--- config.mk ---
export PLATFORM = sky130hd
export DESIGN_NAME = tri_bbox_scanner
export DESIGN_NICKNAME = d
export VERILOG_FILES = /design/src/rtl/tri_bbox_scanner_pkg.sv /design/src/rtl/tri_bbox_scanner_bbox_setup.sv /design/src/rtl/tri_bbox_scanner.sv
export SDC_FILE = /design/constraint.sdc
export NUM_CORES = 1
export LEC_CHECK = 0
export ABC_CLOCK_PERIOD_IN_PS = 10100
export CAP_MARGIN = 20
export CORE_MARGIN = 2
export CORE_UTILIZATION = 35
export CTS_CLUSTER_DIAMETER = 50
export DETAILED_ROUTE_END_ITERATION = 8
export SLEW_MARGIN = 10
export SYNTH_ARGS = -nofsm -noshare
export SYNTH_HDL_FRONTEND = slang
export SYNTH_SLANG_ARGS = --single-unit
--- constraint.sdc ---
create_clock -name clk_in -period 10.1 [get_ports clk_in]
set_clock_uncertainty 0.15 [all_clocks]
set_input_delay 2.02 -clock clk_in [delete_from_list [all_inputs] [get_ports clk_in]]
set_output_delay 2.02 -clock clk_in [all_outputs]
set_load 0.05 [all_outputs]
--- src/rtl/tri_bbox_scanner_pkg.sv ---
// Shared types and constant helpers for the triangle bounding-box scanner.
//   scan_state_t : scanner FSM state encoding
//   NVERT        : vertices per triangle
//   one_of()     : fixed-point 1.0 for a given fraction width
//   step_of()    : NDC distance between adjacent pixel centres, rounded to nearest
package tri_bbox_scanner_pkg;

    localparam int NVERT = 3;

    typedef enum logic [2:0] {
        IDLE,
        BBOX,
        CLAMP,
        START,
        SCAN
    } scan_state_t;

    function automatic int one_of(input int frac);
        return 1 << frac;
    endfunction

    // The NDC span is 2.0, so one pixel is 2^(frac+1)/res; adding res/2 rounds.
    function automatic int step_of(input int frac, input int res);
        return ((1 << (frac + 1)) + res / 2) / res;
    endfunction

endpackage

--- src/rtl/tri_bbox_scanner_bbox_setup.sv ---
// Two-stage bounding-box setup for one triangle.
//   stage 1: per-axis signed min/max over the three vertices
//   stage 2: scale NDC extremes to pixel indices (floor), clamp to the screen,
//            and flag triangles that cover no pixel at all
// Ports:
//   clk_in, rst_in       clock, synchronous active-high reset
//   x_tri, y_tri         packed signed NDC vertex coordinates (vertex 0 in low bits)
//   lo_x/hi_x, lo_y/hi_y clamped inclusive pixel bounding box
//   empty                bounding box holds no on-screen pixel
// The pipeline runs every cycle; outputs are valid two cycles after x_tri/y_tri
// settle and stay valid while they are held.
module tri_bbox_scanner_bbox_setup
    import tri_bbox_scanner_pkg::*;
#(
    parameter int XWIDTH = 16,
    parameter int YWIDTH = 16,
    parameter int FRAC   = 14,
    parameter int HRES   = 320,
    parameter int VRES   = 180,
    parameter int HWIDTH = $clog2(HRES),
    parameter int VWIDTH = $clog2(VRES)
) (
    input  logic                     clk_in,
    input  logic                     rst_in,
    input  logic [NVERT*XWIDTH-1:0]  x_tri,
    input  logic [NVERT*YWIDTH-1:0]  y_tri,
    output logic [HWIDTH-1:0]        lo_x,
    output logic [HWIDTH-1:0]        hi_x,
    output logic [VWIDTH-1:0]        lo_y,
    output logic [VWIDTH-1:0]        hi_y,
    output logic                     empty
);

    localparam int ONE = one_of(FRAC);
    localparam int XPW = XWIDTH + 1 + HWIDTH;
    localparam int YPW = YWIDTH + 1 + VWIDTH;

    localparam logic signed [XWIDTH:0]   X_ONE_EXT  = (XWIDTH + 1)'(ONE);
    localparam logic signed [YWIDTH:0]   Y_ONE_EXT  = (YWIDTH + 1)'(ONE);
    localparam logic signed [XWIDTH-1:0] X_POS_ONE  = XWIDTH'(ONE);
    localparam logic signed [XWIDTH-1:0] X_NEG_ONE  = XWIDTH'(-ONE);
    localparam logic signed [YWIDTH-1:0] Y_POS_ONE  = YWIDTH'(ONE);
    localparam logic signed [YWIDTH-1:0] Y_NEG_ONE  = YWIDTH'(-ONE);
    // One extra bit keeps HRES/2 positive even when HRES is a power of two.
    localparam logic signed [HWIDTH:0]   X_HALF     = (HWIDTH + 1)'(HRES / 2);
    localparam logic signed [VWIDTH:0]   Y_HALF     = (VWIDTH + 1)'(VRES / 2);
    localparam logic signed [XPW-1:0]    X_PIX_MAX  = XPW'(HRES - 1);
    localparam logic signed [YPW-1:0]    Y_PIX_MAX  = YPW'(VRES - 1);

    logic signed [XWIDTH-1:0] xv [NVERT];
    logic signed [YWIDTH-1:0] yv [NVERT];
    logic signed [XWIDTH-1:0] xmin_c, xmax_c, xmin_q, xmax_q;
    logic signed [YWIDTH-1:0] ymin_c, ymax_c, ymin_q, ymax_q;

    logic signed [XWIDTH:0]   xmin_off, xmax_off;
    logic signed [YWIDTH:0]   ymin_off, ymax_off;
    logic signed [XPW-1:0]    xlo_s, xhi_s;
    logic signed [YPW-1:0]    ylo_s, yhi_s;
    logic [HWIDTH-1:0]        lo_x_c, hi_x_c;
    logic [VWIDTH-1:0]        lo_y_c, hi_y_c;
    logic                     empty_c;

    function automatic logic [HWIDTH-1:0] clamp_h(input logic signed [XPW-1:0] v);
        if (v[XPW-1])       return '0;
        if (v > X_PIX_MAX)  return HWIDTH'(HRES - 1);
        return v[HWIDTH-1:0];
    endfunction

    function automatic logic [VWIDTH-1:0] clamp_v(input logic signed [YPW-1:0] v);
        if (v[YPW-1])       return '0;
        if (v > Y_PIX_MAX)  return VWIDTH'(VRES - 1);
        return v[VWIDTH-1:0];
    endfunction

    always_comb begin
        for (int i = 0; i < NVERT; i++) begin
            xv[i] = x_tri[i*XWIDTH +: XWIDTH];
            yv[i] = y_tri[i*YWIDTH +: YWIDTH];
        end
    end

    always_comb begin
        xmin_c = xv[0];
        xmax_c = xv[0];
        ymin_c = yv[0];
        ymax_c = yv[0];
        for (int i = 1; i < NVERT; i++) begin
            if (xv[i] < xmin_c) xmin_c = xv[i];
            if (xv[i] > xmax_c) xmax_c = xv[i];
            if (yv[i] < ymin_c) ymin_c = yv[i];
            if (yv[i] > ymax_c) ymax_c = yv[i];
        end
    end

    always_ff @(posedge clk_in) begin
        if (rst_in) begin
            xmin_q <= '0;
            xmax_q <= '0;
            ymin_q <= '0;
            ymax_q <= '0;
        end else begin
            xmin_q <= xmin_c;
            xmax_q <= xmax_c;
            ymin_q <= ymin_c;
            ymax_q <= ymax_c;
        end
    end

    // pixel = floor((ndc + 1.0) * res/2); arithmetic shift floors negatives too.
    always_comb begin
        xmin_off = (XWIDTH + 1)'(xmin_q) + X_ONE_EXT;
        xmax_off = (XWIDTH + 1)'(xmax_q) + X_ONE_EXT;
        ymin_off = (YWIDTH + 1)'(ymin_q) + Y_ONE_EXT;
        ymax_off = (YWIDTH + 1)'(ymax_q) + Y_ONE_EXT;
        xlo_s    = (XPW'(xmin_off) * XPW'(X_HALF)) >>> FRAC;
        xhi_s    = (XPW'(xmax_off) * XPW'(X_HALF)) >>> FRAC;
        ylo_s    = (YPW'(ymin_off) * YPW'(Y_HALF)) >>> FRAC;
        yhi_s    = (YPW'(ymax_off) * YPW'(Y_HALF)) >>> FRAC;
        lo_x_c   = clamp_h(xlo_s);
        hi_x_c   = clamp_h(xhi_s);
        lo_y_c   = clamp_v(ylo_s);
        hi_y_c   = clamp_v(yhi_s);
        // Clamping folds fully off-screen boxes onto an edge pixel, so the
        // raw NDC range test is needed in addition to lo>hi.
        empty_c  = (lo_x_c > hi_x_c) || (lo_y_c > hi_y_c)
                || (xmax_q < X_NEG_ONE) || (xmin_q >= X_POS_ONE)
                || (ymax_q < Y_NEG_ONE) || (ymin_q >= Y_POS_ONE);
    end

    always_ff @(posedge clk_in) begin
        if (rst_in) begin
            lo_x  <= '0;
            hi_x  <= '0;
            lo_y  <= '0;
            hi_y  <= '0;
            empty <= 1'b0;
        end else begin
            lo_x  <= lo_x_c;
            hi_x  <= hi_x_c;
            lo_y  <= lo_y_c;
            hi_y  <= hi_y_c;
            empty <= empty_c;
        end
    end

endmodule

--- src/rtl/tri_bbox_scanner.sv ---
// Rasterizer front end: accepts one setup triangle, derives its clamped pixel
// bounding box, then emits one pixel-centre NDC sample per cycle in row-major
// order for the barycentric interpolator.
// Ports:
//   clk_in, rst_in                 clock, synchronous active-high reset
//   tri_valid_in / tri_ready_out   triangle handshake (ready only while idle)
//   x_tri_in, y_tri_in, vals_in    packed per-vertex NDC coords and attributes
//   iarea_in                       inverse doubled area, passed through
//   pix_ready_in                   downstream accepts the current sample
//   valid_out, last_out            sample valid / final sample of the triangle
//   hcount_out, vcount_out         integer pixel coordinates of the sample
//   x_out, y_out                   signed NDC pixel-centre coordinates
//   x_tri_out..iarea_out           triangle data, held for the whole triangle
//   tri_done_out                   one-cycle pulse when a triangle is finished
//
// state | meaning
// IDLE  | waiting for a triangle, ready high
// BBOX  | setup stage 1 computing vertex min/max
// CLAMP | setup stage 2 scaling and clamping the box
// START | box known: cull empty triangle or load first sample
// SCAN  | emitting samples, one per accepted handshake
module tri_bbox_scanner
    import tri_bbox_scanner_pkg::*;
#(
    parameter int XWIDTH     = 16,
    parameter int YWIDTH     = 16,
    parameter int FRAC       = 14,
    parameter int VAL_WIDTH  = 16,
    parameter int AINV_WIDTH = 16,
    parameter int HRES       = 320,
    parameter int VRES       = 180,
    parameter int HWIDTH     = $clog2(HRES),
    parameter int VWIDTH     = $clog2(VRES)
) (
    input  logic                          clk_in,
    input  logic                          rst_in,
    input  logic                          tri_valid_in,
    output logic                          tri_ready_out,
    input  logic [NVERT*XWIDTH-1:0]       x_tri_in,
    input  logic [NVERT*YWIDTH-1:0]       y_tri_in,
    input  logic [NVERT*VAL_WIDTH-1:0]    vals_in,
    input  logic [AINV_WIDTH-1:0]         iarea_in,
    input  logic                          pix_ready_in,
    output logic                          valid_out,
    output logic                          last_out,
    output logic [HWIDTH-1:0]             hcount_out,
    output logic [VWIDTH-1:0]             vcount_out,
    output logic signed [XWIDTH-1:0]      x_out,
    output logic signed [YWIDTH-1:0]      y_out,
    output logic [NVERT*XWIDTH-1:0]       x_tri_out,
    output logic [NVERT*YWIDTH-1:0]       y_tri_out,
    output logic [NVERT*VAL_WIDTH-1:0]    vals_out,
    output logic [AINV_WIDTH-1:0]         iarea_out,
    output logic                          tri_done_out
);

    localparam int ONE   = one_of(FRAC);
    localparam int XSTEP = step_of(FRAC, HRES);
    localparam int YSTEP = step_of(FRAC, VRES);
    localparam logic signed [XWIDTH-1:0] X_STEP_W = XWIDTH'(XSTEP);
    localparam logic signed [YWIDTH-1:0] Y_STEP_W = YWIDTH'(YSTEP);

    scan_state_t state_q, state_d;

    logic [NVERT*XWIDTH-1:0]    x_tri_q;
    logic [NVERT*YWIDTH-1:0]    y_tri_q;
    logic [NVERT*VAL_WIDTH-1:0] vals_q;
    logic [AINV_WIDTH-1:0]      iarea_q;

    logic [HWIDTH-1:0]          lo_x, hi_x, h_q;
    logic [VWIDTH-1:0]          lo_y, hi_y, v_q;
    logic                       bbox_empty;

    logic                       valid_q, done_q;
    logic signed [XWIDTH-1:0]   x_q, x_start_q, x_start_c;
    logic signed [YWIDTH-1:0]   y_q, y_start_c;
    logic                       accept, fire, last_c;

    tri_bbox_scanner_bbox_setup #(
        .XWIDTH (XWIDTH),
        .YWIDTH (YWIDTH),
        .FRAC   (FRAC),
        .HRES   (HRES),
        .VRES   (VRES),
        .HWIDTH (HWIDTH),
        .VWIDTH (VWIDTH)
    ) u_bbox (
        .clk_in (clk_in),
        .rst_in (rst_in),
        .x_tri  (x_tri_q),
        .y_tri  (y_tri_q),
        .lo_x   (lo_x),
        .hi_x   (hi_x),
        .lo_y   (lo_y),
        .hi_y   (hi_y),
        .empty  (bbox_empty)
    );

    assign tri_ready_out = (state_q == IDLE) & ~rst_in;
    assign accept        = tri_valid_in & tri_ready_out;
    assign fire          = valid_q & pix_ready_in;
    assign last_c        = (h_q == hi_x) && (v_q == hi_y);

    // Row starts are computed from lo directly, so each row reloads an exact
    // value instead of inheriting rounding drift from the previous row.
    always_comb begin
        x_start_c = XWIDTH'(XSTEP / 2 - ONE + int'(lo_x) * XSTEP);
        y_start_c = YWIDTH'(YSTEP / 2 - ONE + int'(lo_y) * YSTEP);
    end

    always_comb begin
        state_d = state_q;
        case (state_q)
            IDLE:    if (accept) state_d = BBOX;
            BBOX:    state_d = CLAMP;
            CLAMP:   state_d = START;
            START:   state_d = bbox_empty ? IDLE : SCAN;
            SCAN:    if (fire && last_c) state_d = IDLE;
            default: state_d = IDLE;
        endcase
    end

    always_ff @(posedge clk_in) begin
        if (rst_in) state_q <= IDLE;
        else        state_q <= state_d;
    end

    always_ff @(posedge clk_in) begin
        if (rst_in) begin
            x_tri_q   <= '0;
            y_tri_q   <= '0;
            vals_q    <= '0;
            iarea_q   <= '0;
            valid_q   <= 1'b0;
            done_q    <= 1'b0;
            h_q       <= '0;
            v_q       <= '0;
            x_q       <= '0;
            y_q       <= '0;
            x_start_q <= '0;
        end else begin
            done_q <= 1'b0;
            if (accept) begin
                x_tri_q <= x_tri_in;
                y_tri_q <= y_tri_in;
                vals_q  <= vals_in;
                iarea_q <= iarea_in;
            end
            if (state_q == START) begin
                if (bbox_empty) begin
                    done_q <= 1'b1;
                end else begin
                    valid_q   <= 1'b1;
                    h_q       <= lo_x;
                    v_q       <= lo_y;
                    x_q       <= x_start_c;
                    x_start_q <= x_start_c;
                    y_q       <= y_start_c;
                end
            end
            if (state_q == SCAN && fire) begin
                if (last_c) begin
                    valid_q <= 1'b0;
                    done_q  <= 1'b1;
                end else if (h_q == hi_x) begin
                    h_q <= lo_x;
                    v_q <= v_q + VWIDTH'(1);
                    x_q <= x_start_q;
                    y_q <= y_q + Y_STEP_W;
                end else begin
                    h_q <= h_q + HWIDTH'(1);
                    x_q <= x_q + X_STEP_W;
                end
            end
        end
    end

    assign valid_out    = valid_q;
    assign last_out     = valid_q & last_c;
    assign hcount_out   = h_q;
    assign vcount_out   = v_q;
    assign x_out        = x_q;
    assign y_out        = y_q;
    assign x_tri_out    = x_tri_q;
    assign y_tri_out    = y_tri_q;
    assign vals_out     = vals_q;
    assign iarea_out    = iarea_q;
    assign tri_done_out = done_q;

endmodule

==> flow_metrics.tcl, run 1 <==
set metrics [dict create \
    r2r_slack_ns 3.23 \
    criticalPathCategory "register to register" \
    crit_required_ns 10.39 \
    endpoint "u_bbox.empty$_SDFF_PP0_" \
    maxCapViolCount 0 \
    ctsHoldBuffers 0 \
    r2r_start "u_bbox.ymax_q[14]$_SDFF_PP0_" \
    async_flop_share 0 \
    period_needed_ns 6.87 \
    grt_pass1_vias 20315 \
    yosys_warnings 0 \
    synth_edf_count 0 \
    endpoint_kind "register" \
    worstRegToRegCells 26 \
    grt_start_max_net_pins 99 \
    cts_setup_buffers 0 \
    cts_max_path_buffers 3 \
    drc 0 \
    netlist_instances 2930 \
    worst_pin_slew_ns 1.06 \
    ctsResizeCount 0 \
    layout.nets 3846 \
    synth.distinct_cells 82 \
    whs_ns 0.301 \
    rsz0062_at_grt "no" \
    peakVddDrop_uv 251 \
    port_buffers 376 \
    final_hold_viol_count 0 \
    drt-pass1-iter-count 5 \
    grt-ovfl-total 0 \
    ys_ff_latch 329 \
    grt_pass1_wl_um 110000 \
    start_util 0.354 \
    die_x_um 268 \
    die_y_um 268 \
    cts_buffers 50 \
    num_vias 21346 \
    fp.coreArea_sq_um 68800 \
    crit_fanout 10 \
    seq_area_frac_synth 0.270 \
    cts_sinks 329 \
    antenna_found_initial 1 \
    clk_pin_slew_worst_paths_ns 0.06 \
    status "finished clean" \
    start_kind "register" \
    relSlewSlack 0.290 \
    finalSetupViolCount 0 \
    fp.dieArea_sq_um 71800 \
    leakage_uw 0.0138 \
    synth.top_cells.by_area "dfxtp_1 27%, ha_1 18%, fa_1 6.7%" \
    wl_per_cell_um 16.5 \
    hold_class "register to register" \
    r2r-end "u_bbox.empty$_SDFF_PP0_" \
    synthesis.area_sq_um 24400 \
    cts_max_level 2 \
    clk-insertion-delay-late_ns 0.61 \
    layout-drive-gt1-share 0.0444 \
    area_growth_pct 25.9 \
    ant_nets 0 \
    drt_iter0_drc 1159 \
    clock.fmax_ghz 0.145 \
    synth_largest_area_cell "dfxtp_1" \
    routabilityCongestion 0.874 \
    crit_arrival_ns 7.17 \
    grtUsageTotal 0.191 \
    timing.final.crit_share 0.681 \
    setup_tns_ns 0 \
    fillerInstances 6842 \
    synth_top_area_share 0.270 \
    avgSynthCellArea_sq_um 8.32 \
    layout.cells.non_filler 4217 \
    tritoncts "built" \
    ios 377 \
    regArea_sq_um 6590 \
    synth_nets 3528 \
    crit_start "u_bbox.ymax_q[14]$_SDFF_PP0_" \
    antenna_cells 0 \
    ctsRootBufferMaster "clkbuf_16" \
    multi_input_area_sq_um 16200 \
    via_per_inst 5.06 \
    dp_hpwl_um 53400 \
    p_per_area_nw_per_um2 371 \
    ys.flop_type "dfxtp_1" \
    dp_cells 4126 \
    drt_wl_total_um 69600 \
    slew_viol_final 0 \
    std_cell_rows 96 \
]
how the worst min path moves through the flow:
stage	from	end	slack (ns)	depth (start not counted)
6_report	iarea_out[11]$_SDFFE_PP0P_	iarea_out[11]$_SDFFE_PP0P_	0.30	2
5_1_grt	vals_out[37]$_SDFFE_PP0P_	vals_out[37]$_SDFFE_PP0P_	0.32	2
4_1_cts	iarea_out[11]$_SDFFE_PP0P_	iarea_out[11]$_SDFFE_PP0P_	0.30	2
3_5_place_dp	iarea_out[11]$_SDFFE_PP0P_	iarea_out[11]$_SDFFE_PP0P_	0.29	2
3_3_place_gp	x_start_q[14]$_SDFFE_PP0P_	x_start_q[14]$_SDFFE_PP0P_	0.29	2
2_1_floorplan	x_start_q[14]$_SDFFE_PP0P_	x_start_q[14]$_SDFFE_PP0P_	0.28	2
per-layer routing:
layer | GRT usage | wire (um)
met1 | 0.262 | 33300
met4 | 0.0445 | 1350
met2 | 0.303 | 30300
met3 | 0.0437 | 4680
met5 | 0 | 0
final cells by class:
type | count | share of cell area
Multi-Input combinational cell | 2181 | 0.529
Sequential cell | 329 | 0.215
Timing Repair Buffer | 394 | 0.127
Clock buffer | 59 | 0.0438
Tap cell | 931 | 0.0379
Inverter | 292 | 0.0358
Clock inverter | 31 | 0.0118
through the flow:
stage	setup WS [ns]	util	power, uW	cell area [sq um]
2_1_floorplan	3.89	-	7930	24400
3_3_place_gp	3.37	0.421	9600	29000
3_5_place_dp	3.14	0.421	9650	29000
4_1_cts	3.12	0.446	11500	30700
5_1_grt	2.61	0.446	12600	30700
6_report	3.23	0.446	11400	30700
power breakdown:
part	internal [uW]	total, uW	switching, uW
sequential	1570	1840	273
combinational	3240	7810	4570
clock	1070	1750	682
sequential cells by signal (all words and copies together), names as in the netlist, 9 cells and up:
name           count
x_out             16
u_bbox.ymax_q     16
u_bbox.ymin_q     16
vals_out          48
y_out             16
y_tri_out         48
x_start_q         16
u_bbox.lo_x        9
iarea_out         16
x_tri_out         48
u_bbox.hi_x        9
hcount_out         9
u_bbox.xmin_q     16
u_bbox.xmax_q     16
cells in the mapped netlist, types with 27 or more instances:
master,n
nor2_1,160
clkbuf_1,115
a311oi_1,31
a21o_1,54
o21a_1,40
o211ai_1,27
inv_1,292
a21oi_1,161
dfxtp_1,329
fa_1,82
xor2_1,39
mux2i_1,53
nand2_1,406
a211oi_1,64
nor3_1,58
o31ai_1,38
xnor2_1,63
nand4_1,34
o21ai_0,106
nand3_1,137
ha_1,352
kinds of logic (layout without fill, tap and decap cells):
| kind of cell | Yosys count | after routing | synth area share |
|---|---|---|---|
| AOI/OAI and AO/OA | 657 | 657 | 0.183 |
| xor gates and xnor gates | 102 | 102 | 0.0366 |
| adders and majority gates | 434 | 434 | 0.248 |
| buffers and inverters | 420 | 776 | 0.0656 |
| DFF | 329 | 329 | 0.270 |
| muxes | 56 | 56 | 0.0231 |
| and+or+nand+nor | 932 | 932 | 0.173 |
cell usage in the layout (no fill, tap or decap), types with 12 or more instances in the layout:
master	netlist	layout
nand2_1	406	405
clkdlybuf4s50_1	0	375
ha_1	352	352
dfxtp_1	329	329
inv_1	292	291
a21oi_1	161	161
nor2_1	160	160
nand3_1	137	137
o21ai_0	106	106
fa_1	82	82
xnor2_1	63	63
a211oi_1	64	63
nor3_1	58	56
a21o_1	54	54
mux2i_1	53	53
clkbuf_16	0	50
o21a_1	40	40
xor2_1	39	39
o31ai_1	38	37
nand4_1	34	34
a311oi_1	31	31
o211ai_1	27	27
nand2b_1	23	23
nor2b_1	23	23
a31oi_1	20	20
and3_1	18	18
buf_4	1	18
a2111oi_0	13	13
nor4_1	13	13
or3_1	12	12
critical path: stages, from the launching register on:
cell and delay (ns):
dfxtp_1 0.48, inv_1 0.13, ha_1 0.40, xor2_1 0.19, ha_1 0.31, fa_1 0.55, inv_1 0.05, fa_1 0.49
inv_1 0.04, ha_1 0.24, a2111o_1 0.35, a21oi_1 0.27, o32a_1 0.28, nand2_1 0.12, nand2_1 0.10, mux2i_1 0.67
a21o_1 0.16, ha_1 0.24, nor2b_1 0.13, o21a_1 0.16, o21a_1 0.15, o21ai_0 0.13, a21oi_1 0.09, o2bb2ai_1 0.29
nand2_1 0.10, o41ai_1 0.39, a41oi_1 0.07
Power figures use the tool's default switching activity.
==> inputs of run 2 (changes only) <==
--- a/config.mk
+++ b/config.mk
@@ -5,7 +5,7 @@
 export SDC_FILE = /design/constraint.sdc
 export NUM_CORES = 1
 export LEC_CHECK = 0
-export ABC_CLOCK_PERIOD_IN_PS = 10100
+export ABC_CLOCK_PERIOD_IN_PS = 6900
 export CAP_MARGIN = 20
 export CORE_MARGIN = 2
 export CORE_UTILIZATION = 35
==> constraint.sdc (replaced) <==
create_clock -name clk_in -period 6.9 [get_ports clk_in]
set_clock_uncertainty 0.15 [all_clocks]
set_input_delay 1.38 -clock clk_in [delete_from_list [all_inputs] [get_ports clk_in]]
set_output_delay 1.38 -clock clk_in [all_outputs]
set_load 0.05 [all_outputs]
==> run 2 against run 1 <==
Sequential power is 46% higher. Combinational power is 50% higher. First-iteration DRC count is 13% higher. Design area is 0.41% higher. Non-clock buffer count is 12 higher. Sequential cell count stayed put. Die area stayed put.
==> flow_metrics.tcl, run 2 (synthesis gave the netlist of run 1 again) <==
set metrics [dict create \
    setup_tns_ns 0 \
    die_y_um 268 \
    drt_wl_total_um 70300 \
    worst_pin_slew_ns 1.03 \
    num_vias 21555 \
    antenna_cells 0 \
    std_cell_rows 96 \
    finalSetupViolCount 0 \
    routabilityCongestion 0.846 \
    die_x_um 268 \
    crit_required_ns 7.17 \
    whs_ns 0.300 \
    p_sw_frac 0.487 \
    final_hold_viol_count 0 \
    cpPeakStageDelay_ns 0.54 \
    start_util 0.354 \
    wl_per_cell_um 16.6 \
    fp.coreArea_sq_um 68800 \
    critPathSlowestCell "fa_1" \
    status "finished clean" \
    internal_power_uw 8660 \
    ctsRootBufferMaster "clkbuf_16" \
    fp.dieArea_sq_um 71800 \
    period_needed_ns 6.50 \
    port_buffers 376 \
    worstPathBufferInverterCount 2 \
    place_ws_ns 0.159 \
    seqPwrFrac 0.160 \
    tritoncts "built" \
    p_per_area_nw_per_um2 548 \
    drc 0 \
    p_comb_frac 0.692 \
    timing.final.crit_share 0.942 \
    grt_pass1_vias 20583 \
    drt-pass1-iter-count 5 \
    cts_buffers 47 \
    antenna_found_initial 2 \
    cts_sinks 329 \
    slew_viol_final 0 \
    dp_hpwl_um 53600 \
    peakVddDrop_uv 456 \
    mostFrequentLayoutCells "405 x nand2_1, 375 x clkdlybuf4s50_1, 352 x ha_1" \
    grt_pass1_wl_um 112000 \
    drt_iter0_drc 1315 \
    start_kind "register" \
    endpoint_kind "register" \
    ios 377 \
    grt_start_max_net_pins 105 \
    criticalPathCategory "register to register" \
    grtUsageTotal 0.193 \
    cts_max_level 2 \
    clk_pin_slew_worst_paths_ns 0.06 \
    p_switching_uw 8230 \
    leakage_uw 0.0139 \
    layout.cells.most_common "nand2_1" \
    layout-drive-gt1-share 0.0510 \
    setup_slack_ns 0.403 \
    via_per_inst 5.10 \
    p_clk_frac 0.149 \
    relSlewSlack 0.315 \
    grt-ovfl-total 0 \
    area_growth_pct 26.4 \
    hold_class "register to register" \
    crit_arrival_ns 6.77 \
    cts_max_path_buffers 3 \
    ant_nets 0 \
    clock.fmax_ghz 0.154 \
    maxCapViolCount 0 \
    critPathMostFrequentCell "ha_1" \
    crit_fanout 6 \
    clk-insertion-delay-late_ns 0.60 \
    layout.nets 3855 \
    path_delay_family "compound AO/OA/AOI/OAI gates" \
]
[run 2: what timing repair did]
action,in CTS,in global routing
setup endpoints to repair,0,1
resized for setup,0,15
setup buffers,0,1
hold buffers,0,0
[run 2: worst min-delay path: stages (launching register included)]
cell     delay (ns)
dfxtp_1        0.30
nand3_1        0.06
nand2_1        0.04
[run 2: final cells by class]
class                      count  area, sq um
timing repair buffer         406         4000
sequential                   329         6590
clock inverter                35          442
inverter                     292         1100
tap                          931         1160
multi-input combinational   2181        16300
fill                        6848        38000
clock buffer                  52         1220
[run 2: layer usage]
metal | share of wire | up-vias | wire, um | global-route usage
met3 | 0.061 | 95 | 4270 | 0.0421
li1 | - | 10960 | - | -
met5 | 0.00023 | - | 16 | 0
met1 | 0.48 | 9948 | 33900 | 0.268
met2 | 0.44 | 550 | 30800 | 0.306
met4 | 0.020 | 2 | 1430 | 0.0432
[run 2: final timing paths]
path	start	cells past startpoint	end	slack (ns)
worst min-delay path	vals_out[15]$_SDFFE_PP0P_	2	vals_out[15]$_SDFFE_PP0P_	0.30
worst max register to register	u_bbox.ymax_q[8]$_SDFF_PP0_	26	u_bbox.empty$_SDFF_PP0_	0.40
worst max-delay path	u_bbox.ymax_q[8]$_SDFF_PP0_	26	u_bbox.empty$_SDFF_PP0_	0.40
worst min register to register	vals_out[15]$_SDFFE_PP0P_	2	vals_out[15]$_SDFFE_PP0P_	0.30
[run 2: power groups by stage]
stage          combinational [uW]  sequential [uW]  clock [uW]
3_3_place_gp                11400             2730           0
3_5_place_dp                11400             2740           0
6_report                    11700             2690        2510
5_1_grt                     13300             2750        2670
4_1_cts                     11500             2700        2580
2_1_floorplan                8600             3020           0
[run 2: stage by stage]
stage,cells,total power [uW],utilization,cell area (sq um)
2_1_floorplan,2930,11600,-,24400
3_5_place_dp,4138,14200,0.423,29100
6_report,4226,16900,0.448,30800
5_1_grt,4226,18700,0.448,30800
3_3_place_gp,4138,14100,0.423,29100
4_1_cts,4225,16800,0.447,30800
==> inputs of run 3 (changes only) <==
--- a/config.mk
+++ b/config.mk
@@ -5,7 +5,8 @@
 export SDC_FILE = /design/constraint.sdc
 export NUM_CORES = 1
 export LEC_CHECK = 0
-export ABC_CLOCK_PERIOD_IN_PS = 6900
+export ABC_AREA = 1
+export ABC_CLOCK_PERIOD_IN_PS = 6800
 export CAP_MARGIN = 20
 export CORE_MARGIN = 2
 export CORE_UTILIZATION = 35
==> constraint.sdc (replaced) <==
create_clock -name clk_in -period 6.8 [get_ports clk_in]
set_clock_uncertainty 0.15 [all_clocks]
set_input_delay 1.36 -clock clk_in [delete_from_list [all_inputs] [get_ports clk_in]]
set_output_delay 1.36 -clock clk_in [all_outputs]
set_load 0.05 [all_outputs]
==> run 3 against run 2 <==
Routed wire length fell by 0.64%. Clock power grew 7%. Sequential share of layout area fell by 0.23 points. Register-to-register slack improved by 0.41 ns. Setup slack gained 0.41 ns. Hold slack improved by 0.013 ns. Area after synthesis rose by 1.6%. Critical path depth unchanged. Non-clock buffer count is 15 lower.
==> flow_metrics.tcl, run 3 <==
set metrics [dict create \
    p_per_area_nw_per_um2 534 \
    cts_max_path_buffers 3 \
    netlist_instances 3341 \
    clock.fmax_ghz 0.167 \
    crit_fanout 7 \
    rsz0062_at_grt "no" \
    grt_pass1_wl_um 113000 \
    mostFrequentLayoutCells "690 x nand2_1, 489 x inv_1, 375 x clkdlybuf4s50_1" \
    timing.final.crit_share 0.881 \
    finalSetupViolCount 0 \
    wl_per_cell_um 15.0 \
    seq_area_frac_synth 0.266 \
    ys_top_cells_by_count "691 x nand2_1, 490 x inv_1, 352 x ha_1" \
    die_x_um 270 \
    ctsHoldBuffers 0 \
    critPathSlowestCell "fa_1" \
    num_vias 22123 \
    status "finished clean" \
    cts_sinks 329 \
    worst_pin_slew_ns 1.00 \
    maxCapViolCount 0 \
    area_growth_pct 25.8 \
    grt-ovfl-total 0 \
    endpoint_kind "register" \
    synth_largest_area_cell "dfxtp_1" \
    criticalPathCategory "register to register" \
    avgSynthCellArea_sq_um 7.42 \
    crit_arrival_ns 6.29 \
    cts_max_level 2 \
    hold_class "register to register" \
    synth.most_common_cell "nand2_1" \
    clk_pin_slew_worst_paths_ns 0.06 \
    period_needed_ns 5.99 \
    grt_pass1_vias 21330 \
    fillerInstances 7163 \
    async_flop_share 0 \
    ctsResizeCount 0 \
    ant_nets 0 \
    relSlewSlack 0.331 \
    cts_buffers 52 \
    slew_viol_final 0 \
    drt_iter0_drc 1048 \
    ios 377 \
    synth_nets 3939 \
    start_kind "register" \
    clk-insertion-delay-late_ns 0.60 \
    synth_top_area_share 0.266 \
    ys.flop_type "dfxtp_1" \
    peakVddDrop_uv 526 \
    setup_slack_ns 0.811 \
    ctsRootBufferMaster "clkbuf_16" \
    dp_hpwl_um 54800 \
    final_hold_viol_count 0 \
    synthesis.area_sq_um 24800 \
    synth.distinct_cells 60 \
    place_ws_ns 0.792 \
    tritoncts "built" \
    die_y_um 270 \
    routabilityCongestion 0.871 \
    cts_setup_buffers 0 \
    setup_tns_ns 0 \
    yosys_warnings 0 \
    drc 0 \
    leakage_uw 0.0150 \
    layout-drive-gt1-share 0.0528 \
    grt_start_max_net_pins 135 \
    fp.dieArea_sq_um 72900 \
    fp.coreArea_sq_um 70000 \
    crit_required_ns 7.10 \
    start_util 0.354 \
    synth_edf_count 0 \
    drt_wl_total_um 69900 \
    grtUsageTotal 0.188 \
    via_per_inst 4.76 \
    drt-pass1-iter-count 5 \
    port_buffers 376 \
    ys_ff_latch 329 \
    layout.nets 4266 \
    cpPeakStageDelay_ns 0.54 \
    layout.cells.most_common "nand2_1" \
    synth.top_cells.by_area "dfxtp_1 27%, ha_1 18%, nand2_1 10%" \
    std_cell_rows 97 \
    antenna_found_initial 6 \
]
## run 3: cell count changes after synthesis, moves of 37 or more
| cell | previous run | this run |
|---|---|---|
| inv_1 | 292 | 490 |
| o21ai_0 | 106 | 212 |
| a21o_1 | 54 | 10 |
| o31ai_1 | 38 | 1 |
| nand3_1 | 137 | 208 |
| nand2_1 | 406 | 691 |
| a211oi_1 | 64 | 24 |
| a21oi_1 | 161 | 269 |
| mux2i_1 | 53 | 0 |
## run 3: path summary, 6_finish.rpt
path	slack, ns	startpoint	to	depth (start not counted)
worst max register to register	0.81	u_bbox.ymax_q[14]$_SDFF_PP0_	u_bbox.empty$_SDFF_PP0_	26
worst min register to register	0.31	vals_out[13]$_SDFFE_PP0P_	vals_out[13]$_SDFFE_PP0P_	2
worst max-delay path	0.81	u_bbox.ymax_q[14]$_SDFF_PP0_	u_bbox.empty$_SDFF_PP0_	26
worst min-delay path	0.31	vals_out[13]$_SDFFE_PP0P_	vals_out[13]$_SDFFE_PP0P_	2
## run 3: through the flow
stage / power (uW) / instance area, sq um / cells / hold slack (ns) / utilization
after floorplan: 11500 / 24800 / 3341 / 0.286 / -
after global placement: 13900 / 29400 / 4554 / 0.298 / 0.420
after detailed placement: 14000 / 29400 / 4554 / 0.303 / 0.420
after CTS: 16800 / 31200 / 4650 / 0.314 / 0.445
after global routing: 18700 / 31200 / 4650 / 0.327 / 0.445
final: 16600 / 31200 / 4652 / 0.313 / 0.445
## run 3: power by group
group / switching, uW / internal [uW]
combinational: 7100 / 4270
clock: 1050 / 1640
sequential: 329 / 2270
## run 3: cell type report
cell class / count / area (sq um) / area share
inverters: 496 / 1870 / 0.0600
clock inverters: 30 / 343 / 0.0110
repair buffers: 391 / 3900 / 0.125
clock buffers: 66 / 1430 / 0.0460
diodes: 2 / 5.00 / 0.000161
well taps: 940 / 1180 / 0.0377
flip-flops and latches: 329 / 6590 / 0.211
multi-input cells: 2398 / 15900 / 0.509
## run 3: logic make-up (layout without fill, tap and decap cells)
family	after synthesis	after routing	share of synthesized area
AND/OR/NAND/NOR	1216	1216	0.210
adder cells (fa/ha/maj)	434	434	0.244
AO/OA/AOI/OAI	638	638	0.146
XOR/XNOR	110	110	0.0395
buffers and inverters	614	983	0.0951
other	0	2	0
flip-flops	329	329	0.266
## run 3: worst max-delay path: cells and delay by family (launching register included)
kind / cells / cell delay [ns]
AO/OA/AOI/OAI: 5 / 1.15
XOR/XNOR: 1 / 0.19
adder cells (fa/ha/maj): 6 / 2.40
buffers and inverters: 4 / 0.28
flip-flops: 1 / 0.44
AND/OR/NAND/NOR: 10 / 1.27
## run 3: per-layer routing
layer	GRT usage	part of all wire	vias to the layer above
met2	0.317	0.46	464
met3	0.0447	0.060	80
li1	-	-	11608
met5	0	0.00039	-
met1	0.241	0.46	9967
met4	0.0458	0.022	4
